--- src/rtl/pipe_pkg.sv ---
// Shared encodings and stage control bundles for the 5-stage pipeline hazard controller.
package pipe_pkg;

    localparam int ALU_OP_W = 2;

    localparam logic [5:0] OP_RTYPE = 6'h00;
    localparam logic [5:0] OP_ADDI  = 6'h08;
    localparam logic [5:0] OP_ANDI  = 6'h0c;
    localparam logic [5:0] OP_BEQ   = 6'h04;
    localparam logic [5:0] OP_BNE   = 6'h05;
    localparam logic [5:0] OP_J     = 6'h02;
    localparam logic [5:0] OP_LW    = 6'h23;
    localparam logic [5:0] OP_SW    = 6'h2b;

    localparam logic [ALU_OP_W-1:0] ALUOP_ADD   = 2'b00;
    localparam logic [ALU_OP_W-1:0] ALUOP_SUB   = 2'b01;
    localparam logic [ALU_OP_W-1:0] ALUOP_FUNCT = 2'b10;
    localparam logic [ALU_OP_W-1:0] ALUOP_AND   = 2'b11;

    localparam logic [1:0] PC_SEL_SEQ    = 2'b00;
    localparam logic [1:0] PC_SEL_BRANCH = 2'b01;
    localparam logic [1:0] PC_SEL_JUMP   = 2'b10;

    localparam logic [1:0] FWD_RF  = 2'b00;
    localparam logic [1:0] FWD_MEM = 2'b10;
    localparam logic [1:0] FWD_WB  = 2'b01;

    // The jump bit is consumed in ID, so it is not carried past ID/EX.
    typedef struct packed {
        logic                reg_dst;
        logic                branch;
        logic                bne;
        logic                mem_read;
        logic                memto_reg;
        logic                mem_write;
        logic                alu_src;
        logic                reg_write;
        logic [ALU_OP_W-1:0] alu_op;
    } ex_ctrl_t;

    typedef struct packed {
        logic mem_read;
        logic mem_write;
        logic memto_reg;
        logic reg_write;
    } mem_ctrl_t;

    typedef struct packed {
        logic memto_reg;
        logic reg_write;
    } wb_ctrl_t;

    localparam ex_ctrl_t  BUBBLE     = '0;
    localparam mem_ctrl_t MEM_BUBBLE = '0;
    localparam wb_ctrl_t  WB_BUBBLE  = '0;

endpackage

--- src/rtl/fwd_unit.sv ---
// Combinational EX-stage operand forwarding select; EX/MEM result beats MEM/WB result.
module fwd_unit
    import pipe_pkg::*;
#(
    parameter int RA_W = 5
) (
    input  logic [RA_W-1:0] ex_rs,
    input  logic [RA_W-1:0] ex_rt,
    input  logic            mem_reg_write,
    input  logic [RA_W-1:0] mem_dest,
    input  logic            wb_reg_write,
    input  logic [RA_W-1:0] wb_dest,
    output logic [1:0]      fwd_a,
    output logic [1:0]      fwd_b
);

    function automatic logic [1:0] fwd_sel(input logic [RA_W-1:0] src,
                                           input logic            m_we,
                                           input logic [RA_W-1:0] m_dst,
                                           input logic            w_we,
                                           input logic [RA_W-1:0] w_dst);
        logic [1:0] sel;
        sel = FWD_RF;
        if (m_we && (m_dst != '0) && (m_dst == src)) begin
            sel = FWD_MEM;
        end else if (w_we && (w_dst != '0) && (w_dst == src)) begin
            sel = FWD_WB;
        end
        return sel;
    endfunction

    always_comb begin
        fwd_a = fwd_sel(ex_rs, mem_reg_write, mem_dest, wb_reg_write, wb_dest);
        fwd_b = fwd_sel(ex_rt, mem_reg_write, mem_dest, wb_reg_write, wb_dest);
    end

endmodule

--- src/rtl/pipe_hazard_ctrl.sv ---
// Pipeline sequencer: carries decoded controls ID->EX->MEM->WB, handles load-use stalls,
// branch/jump redirects and flushes, and drives the EX operand forwarding selects.
module pipe_hazard_ctrl
    import pipe_pkg::*;
#(
    parameter int RA_W  = 5,
    parameter int AOP_W = ALU_OP_W
) (
    input  logic             clk,
    input  logic             rst,
    input  logic             id_reg_dst,
    input  logic             id_jump,
    input  logic             id_branch,
    input  logic             id_bne,
    input  logic             id_mem_read,
    input  logic             id_memto_reg,
    input  logic             id_mem_write,
    input  logic             id_alu_src,
    input  logic             id_reg_write,
    input  logic [AOP_W-1:0] id_alu_op,
    input  logic             id_uses_rt,
    input  logic [RA_W-1:0]  id_rs,
    input  logic [RA_W-1:0]  id_rt,
    input  logic [RA_W-1:0]  id_rd,
    input  logic             ex_alu_zero,
    output logic             pc_write,
    output logic             ifid_write,
    output logic             ifid_flush,
    output logic [1:0]       pc_src,
    output logic             ex_reg_dst,
    output logic             ex_alu_src,
    output logic [AOP_W-1:0] ex_alu_op,
    output logic             mem_mem_read,
    output logic             mem_mem_write,
    output logic             wb_reg_write,
    output logic             wb_memto_reg,
    output logic [RA_W-1:0]  wb_dest,
    output logic [1:0]       fwd_a,
    output logic [1:0]       fwd_b
);

    ex_ctrl_t        idex_ctrl_q, idex_ctrl_d;
    logic [RA_W-1:0] idex_rs_q, idex_rs_d;
    logic [RA_W-1:0] idex_rt_q, idex_rt_d;
    logic [RA_W-1:0] idex_rd_q, idex_rd_d;
    mem_ctrl_t       exmem_ctrl_q, exmem_ctrl_d;
    logic [RA_W-1:0] exmem_dest_q, exmem_dest_d;
    wb_ctrl_t        memwb_ctrl_q, memwb_ctrl_d;
    logic [RA_W-1:0] memwb_dest_q, memwb_dest_d;

    logic       branch_taken;
    logic       load_use;
    logic [1:0] fwd_a_raw, fwd_b_raw;

    always_comb begin
        branch_taken = (idex_ctrl_q.branch & ex_alu_zero) | (idex_ctrl_q.bne & ~ex_alu_zero);
        load_use     = idex_ctrl_q.mem_read && (idex_rt_q != '0) &&
                       ((idex_rt_q == id_rs) || (id_uses_rt && (idex_rt_q == id_rt)));
    end

    // A taken branch outranks everything in ID: that instruction is on the wrong path.
    always_comb begin
        pc_write   = 1'b1;
        ifid_write = 1'b1;
        ifid_flush = 1'b0;
        pc_src     = PC_SEL_SEQ;
        if (rst) begin
            pc_write   = 1'b0;
            ifid_write = 1'b0;
            ifid_flush = 1'b1;
        end else if (branch_taken) begin
            pc_src     = PC_SEL_BRANCH;
            ifid_flush = 1'b1;
        end else if (load_use) begin
            pc_write   = 1'b0;
            ifid_write = 1'b0;
        end else if (id_jump) begin
            pc_src     = PC_SEL_JUMP;
            ifid_flush = 1'b1;
        end
    end

    always_comb begin
        idex_ctrl_d = BUBBLE;
        idex_rs_d   = '0;
        idex_rt_d   = '0;
        idex_rd_d   = '0;
        if (!(branch_taken || load_use)) begin
            idex_ctrl_d.reg_dst   = id_reg_dst;
            idex_ctrl_d.branch    = id_branch;
            idex_ctrl_d.bne       = id_bne;
            idex_ctrl_d.mem_read  = id_mem_read;
            idex_ctrl_d.memto_reg = id_memto_reg;
            idex_ctrl_d.mem_write = id_mem_write;
            idex_ctrl_d.alu_src   = id_alu_src;
            idex_ctrl_d.reg_write = id_reg_write;
            idex_ctrl_d.alu_op    = id_alu_op;
            idex_rs_d             = id_rs;
            idex_rt_d             = id_rt;
            idex_rd_d             = id_rd;
        end

        exmem_ctrl_d.mem_read  = idex_ctrl_q.mem_read;
        exmem_ctrl_d.mem_write = idex_ctrl_q.mem_write;
        exmem_ctrl_d.memto_reg = idex_ctrl_q.memto_reg;
        exmem_ctrl_d.reg_write = idex_ctrl_q.reg_write;
        exmem_dest_d           = idex_ctrl_q.reg_dst ? idex_rd_q : idex_rt_q;

        memwb_ctrl_d.memto_reg = exmem_ctrl_q.memto_reg;
        memwb_ctrl_d.reg_write = exmem_ctrl_q.reg_write;
        memwb_dest_d           = exmem_dest_q;
    end

    always_ff @(posedge clk) begin
        if (rst) begin
            idex_ctrl_q  <= BUBBLE;
            idex_rs_q    <= '0;
            idex_rt_q    <= '0;
            idex_rd_q    <= '0;
            exmem_ctrl_q <= MEM_BUBBLE;
            exmem_dest_q <= '0;
            memwb_ctrl_q <= WB_BUBBLE;
            memwb_dest_q <= '0;
        end else begin
            idex_ctrl_q  <= idex_ctrl_d;
            idex_rs_q    <= idex_rs_d;
            idex_rt_q    <= idex_rt_d;
            idex_rd_q    <= idex_rd_d;
            exmem_ctrl_q <= exmem_ctrl_d;
            exmem_dest_q <= exmem_dest_d;
            memwb_ctrl_q <= memwb_ctrl_d;
            memwb_dest_q <= memwb_dest_d;
        end
    end

    fwd_unit #(.RA_W(RA_W)) u_fwd (
        .ex_rs         (idex_rs_q),
        .ex_rt         (idex_rt_q),
        .mem_reg_write (exmem_ctrl_q.reg_write),
        .mem_dest      (exmem_dest_q),
        .wb_reg_write  (memwb_ctrl_q.reg_write),
        .wb_dest       (memwb_dest_q),
        .fwd_a         (fwd_a_raw),
        .fwd_b         (fwd_b_raw)
    );

    always_comb begin
        fwd_a         = rst ? FWD_RF : fwd_a_raw;
        fwd_b         = rst ? FWD_RF : fwd_b_raw;
        ex_reg_dst    = idex_ctrl_q.reg_dst;
        ex_alu_src    = idex_ctrl_q.alu_src;
        ex_alu_op     = idex_ctrl_q.alu_op;
        mem_mem_read  = exmem_ctrl_q.mem_read;
        mem_mem_write = exmem_ctrl_q.mem_write;
        wb_reg_write  = memwb_ctrl_q.reg_write;
        wb_memto_reg  = memwb_ctrl_q.memto_reg;
        wb_dest       = memwb_dest_q;
    end

endmodule

--- config.mk ---
export PLATFORM = sky130hd
export DESIGN_NAME = pipe_hazard_ctrl
export DESIGN_NICKNAME = d
export VERILOG_FILES = /design/src/rtl/pipe_pkg.sv /design/src/rtl/fwd_unit.sv /design/src/rtl/pipe_hazard_ctrl.sv
export SDC_FILE = /design/constraint.sdc
export NUM_CORES = 1
export LEC_CHECK = 0
export ABC_AREA = 1
export CAP_MARGIN = 20
export CORE_AREA = 5 5 75 77
export DETAILED_ROUTE_END_ITERATION = 16
export DIE_AREA = 0 0 80 82
export DONT_BUFFER_PORTS = 1
export PLACE_DENSITY = 0.62
export SYNTH_ARGS = -nofsm -noshare
export SYNTH_HDL_FRONTEND = slang
export SYNTH_SLANG_ARGS = --single-unit
export TNS_END_PERCENT = 10
--- constraint.sdc ---
create_clock -name clk -period 1.49 [get_ports clk]
set_input_delay 0.298 -clock clk [delete_from_list [all_inputs] [get_ports clk]]
set_output_delay 0.298 -clock clk [all_outputs]
set_load 0.01 [all_outputs]
; ---- Word level (Yosys, flattened, before mapping)
; Index checks and enable logic that the tools add are counted.
; Widths: inputs -> output; s select.
[totals]
memories = 0
inputBits = 30
wordCells = 63
reg_bits = 41
latchBits = 0
romBits = 0
mem_bits_rw = 0
[op_classes]
n_mul = 0
n_mux = 18
addsub = 0
bitwise = 4
n_lt_le_gt_ge = 0
n_div = 0
n_shift = 0
n_reduce_logical = 15
n_eq_ne = 6
[ops]
columns = operator, n
row1 = $eq 5x5->1, 6
row2 = $mux 2, 8
row3 = $reduce_bool 5->1, 3
row4 = $logic_and 1x1->1, 9
row5 = $mux 1, 9
row6 = $mux 5, 1
row7 = $and 1x1->1, 2
row8 = $logic_or 1x1->1, 2
row9 = $reduce_or 2->1, 1
row10 = $not 1->1, 1
row11 = $or 1x1->1, 1

; ---- Depth between registers and ports, before layout
[depth]
depth_word = 7
mapped_depth = 11

; ---- Hierarchy
; Synthesis repeated with hierarchy kept, for this count alone.
[hier_totals]
cells_unflattened = 280
hier_area_um2 = 1849.3
[by_module_without_submodules]
columns = mod, instances, cells_each, area_per_inst_um2, seq_area_each_um2
row1 = pipe_hazard_ctrl, 1, 199, 1486.4, 820.8
row2 = fwd_unit, 1, 81, 362.8, 0.0

; ---- Worst setup path after synthesis
; Ideal clock, no wire load.
[synth_timing]
path_kind = register to output
startpoint = register idex_rt_q[2]
endpoint = output port pc_write
path_slack_ns = 0.027
path_stages_with_launch = 12
n_path_buf = 2
arrival_ns = 1.165
required_time_ns = 1.192
path_cell_list = dfxtp_1 > clkbuf_2 > inv_2 > nand2_1 > nand2_1 > nor2_1 > nand3_1 > nand2_1 > nand2_2 > nand2_1 > nand2_1 > buf_4
[synth_between]
elab_chain_len = 7
[synth_lines]
columns = element, line
row1 = from (decl), pipe_hazard_ctrl.sv:44  ; logic [RA_W-1:0] idex_rt_q, idex_rt_d;
row2 = from (signal assigned), pipe_hazard_ctrl.sv:127  ; idex_rt_q <= idex_rt_d;
row3 = $eq 5x5->1, pipe_hazard_ctrl.sv:58  ; ((idex_rt_q == id_rs) || (id_uses_rt && (idex_rt_q == id_rt)));
row4 = $logic_and 1x1->1, pipe_hazard_ctrl.sv:58
row5 = $logic_or 1x1->1, pipe_hazard_ctrl.sv:58
row6 = $logic_and 1x1->1 (*), pipe_hazard_ctrl.sv:57  ; load_use = idex_ctrl_q.mem_read && (idex_rt_q != '0) &&
row7 = $mux 1 (*) (3 in series), -
row8 = to (decl), pipe_hazard_ctrl.sv:26  ; output logic pc_write,
; Every way passes the cells marked *; elsewhere a longest branch is shown, timed or not.

; ---- Worst setup path after layout
[layout_timing]
startpoint = register exmem_dest_q[1]
endpoint = output port fwd_b[1]
[layout_between]
elab_chain_len = 5
[layout_lines]
columns = element, line
row1 = from (decl), pipe_hazard_ctrl.sv:47  ; logic [RA_W-1:0] exmem_dest_q, exmem_dest_d;
row2 = from (signal assigned), pipe_hazard_ctrl.sv:130  ; exmem_dest_q <= exmem_dest_d;
row3 = $reduce_bool 5->1, fwd_unit.sv:24  ; if (m_we && (m_dst != '0) && (m_dst == src)) begin
row4 = $logic_and 1x1->1, fwd_unit.sv:24
row5 = $logic_and 1x1->1 (*), fwd_unit.sv:24
row6 = $mux 2 (*), fwd_unit.sv:24
row7 = $mux 2 (*), pipe_hazard_ctrl.sv:149  ; fwd_b = rst ? FWD_RF : fwd_b_raw;
row8 = to (decl), pipe_hazard_ctrl.sv:39  ; output logic [1:0] fwd_b
; Marked as above.

==> summary.md <==
| Metric | Value |
|---|---|
| Outcome | `complete, but fails checks` |
| Failing checks | `setup timing` |
| Crit Path Category | `reg2out` |
| DRT iter0 DRCs | `52` |
| Seq/Total Area, Yosys | `0.464` |
| Fin crit share | `1.13` |
| Core area | `0.00494 mm2` |
| Post-Route Skew | `0.0110 ns` |
| DRC Markers | `0` |
| Global-route wire length before repair | `6520 um` |
| Final Hold Fails | `0` |
| Placed Cells | `330` |
| Die area | `roughly 0.0066 mm2` |
| Max FO, Critical Path | `3` |
| Worst-path clk slew | `0.08 ns` |
| Lkg Pwr | `between 1 and 1.5 nW` |
| Wire length per cell | `11.8 um` |
| Skew-Pair Late Insertion Delay | `0.29 ns` |
| Mapped Avg Cell Area | `7.02 um2` |
| Layout cells sized above 1 | `0.248` |
| Critical path required time | `between 1 and 1.5 ns` |
| Pwr/cell area | `1010 mW/mm2` |
| Final nets | `301` |
| ANT nets after route | `0` |
| VDD IR max | `0.456 mV` |
| Post-DR vias/cell | `roughly 4.3` |
| Die Y | `82 um` |
| CTS tree | `done` |
| Root Driver | `clkbuf_8` |
| Met2 Wirelength | `2000 um` |
| Metal3 WL | `259 um` |
| Io pins | `52` |
| Most common cell after layout, fill and taps aside | `nor2_1` |
| CTS Buffer Depth | `2` |
| CTS buffer count | `5` |
| Final TNS setup | `-1.24 ns` |
| Clock sinks | `slightly above 40` |
| Diodes inserted | `0` |
| CP Launch Type | `flop` |
| Drt pass-1 iters | `4` |
| F_max | `0.593 GHz` |
| Gpl congestion | `0.840` |
| Synthesized instance count | `252` |
| Initial Util | `0.358` |
| Vias | `1462` |
| Placed cell areas | `0.00193 mm2` |
| Flop and latch count out of synthesis | `41` |
| Mapped cell area | `~0.0018 mm2` |
| Congestion Overflow GR | `0` |
| Post-route setup slack | `-0.196 ns` |
| Ys flop type | `dfxtp_1` |
| Post-Route WL | `4000 um` |
| Yosys warnings | `0` |
| Fin. max-slew vios | `0` |
| Hold_ws | `around 0.061 ns` |
| Hpwl dp | `slightly above 3000 um` |
| Design Power | `2.18 mW` |
| Number of global-route vias before repair | `1500` |
| Die width | `80 um` |
| Largest net degree at the start of global routing | `20` |
| Area Overhead vs Synth | `21.5%` |
| Endpoint class of the critical path | `primary output` |
| Max_slew headroom | `0.801` |
| Crit path DAT | `about 1.4 ns` |
| Fin crit period | `roughly 1.7 ns` |
| Number of flops mapped to enable cells by yosys | `0` |
| Slew at the pin closest to its max-slew limit | `0.298 ns` |
| Number of cell rows | `26` |
| Yosys cell types | `23` |
| Max Cap Viol | `0` |
| Syn nets | `~280` |
| DR top layer | `met4` |
| Share of flip-flops with an asynchronous set or reset | `0` |
| Post-route cell area | `~0.0021 mm2` |
| H-tree Lvls | `2` |
| RSZ-0062 raised after global routing | `yes` |
| Fillers | `527` |
| Hold Buf Count CTS | `0` |
| Most frequent cells in the layout | `nor2_1, inv_1, nand2_1` |
| I/O Buffers | `0` |
| Hold Crit Class | `in2reg` |
| Total track usage | `0.132` |
| Initial antenna violation count | `0` |
| Setup-failing EPs final | `8` |
| DRT met1 WL | `1650 um` |
| Final Instance Count excl. Fillers | `340` |
through the flow:
stage | worst slack, ns | util
after global placement | -0.0174 | 0.390
final | -0.196 | 0.435
after CTS | -0.206 | 0.427
after floorplan | 0.0273 | -
after global routing | -0.266 | 0.435
after detailed placement | -0.0207 | 0.390
report_power, final:
group / switching, mW / internal, mW / total (mW) / leakage [nW]
Combinational: 0.164 / 0.141 / 0.304 / 0.687
Clock: 0.359 / 0.308 / 0.667 / 0.0399
Sequential: 0.0516 / 1.16 / 1.21 / 0.343
what timing repair did:
item | in CTS | in global routing
pin swaps | 13 | 12
hold endpoints to repair | 0 | 0
buffers inserted | 4 | 0
endpoints found under the setup margin | 8 | 34
gates resized for setup | 35 | 14
path summary, 6_finish.rpt:
path / cells after the start / to / startpoint / slack (ns)
worst max-delay path: 5 / fwd_b[1] / exmem_dest_q[1] / -0.20
worst min-delay path: 1 / wb_dest[1] / rst / 0.06
worst max register to register: 11 / idex_ctrl_q[7] / idex_rt_q[3] / 0.09
worst min register to register: 2 / exmem_ctrl_q[1] / exmem_ctrl_d[1] / 0.40
synthesized netlist by cell type, types with 2 or more instances:
cell type	count	area (um2)
nand2_1	50	188
dfxtp_1	41	821
xnor2_1	8	70.1
nand3_1	6	30.0
nor2_1	53	199
a21oi_1	6	30.0
o21ai_0	7	35.0
nor3_1	2	10.0
xor2_1	5	43.8
inv_2	2	7.51
buf_4	4	30.0
inv_1	51	191
nand4_1	6	37.5
buf_6	2	22.5
per-layer routing:
layer  vias up  GRT usage
met5         -          0
met3        11     0.0526
li1        770          -
met1       646      0.143
met4         0     0.0608
met2        35      0.226
critical path, stage by stage, from the launching register on:
cell,delay (ns)
dfxtp_2,0.35
buf_6,0.12
nand2_2,0.05
nand4_1,0.13
nor4_1,0.29
buf_4,0.17
cell type report:
type,count,area [um2],area share
inverter,54,208,0.0966
clock inverter,1,5.00,0.00233
timing repair buffer,20,181,0.0844
tap,70,87.6,0.0407
sequential,41,845,0.393
multi-input combinational,149,754,0.351
clock buffer,5,68.8,0.0320
cells by family after synthesis:
kind of cell / Yosys count / synth area share
AO/OA/AOI/OAI: 14 / 0.0396
AND/OR/NAND/NOR: 122 / 0.283
buffers and inverters: 62 / 0.149
flip-flops: 41 / 0.464
XOR/XNOR: 13 / 0.0644
Power figures use the tool's default switching activity.
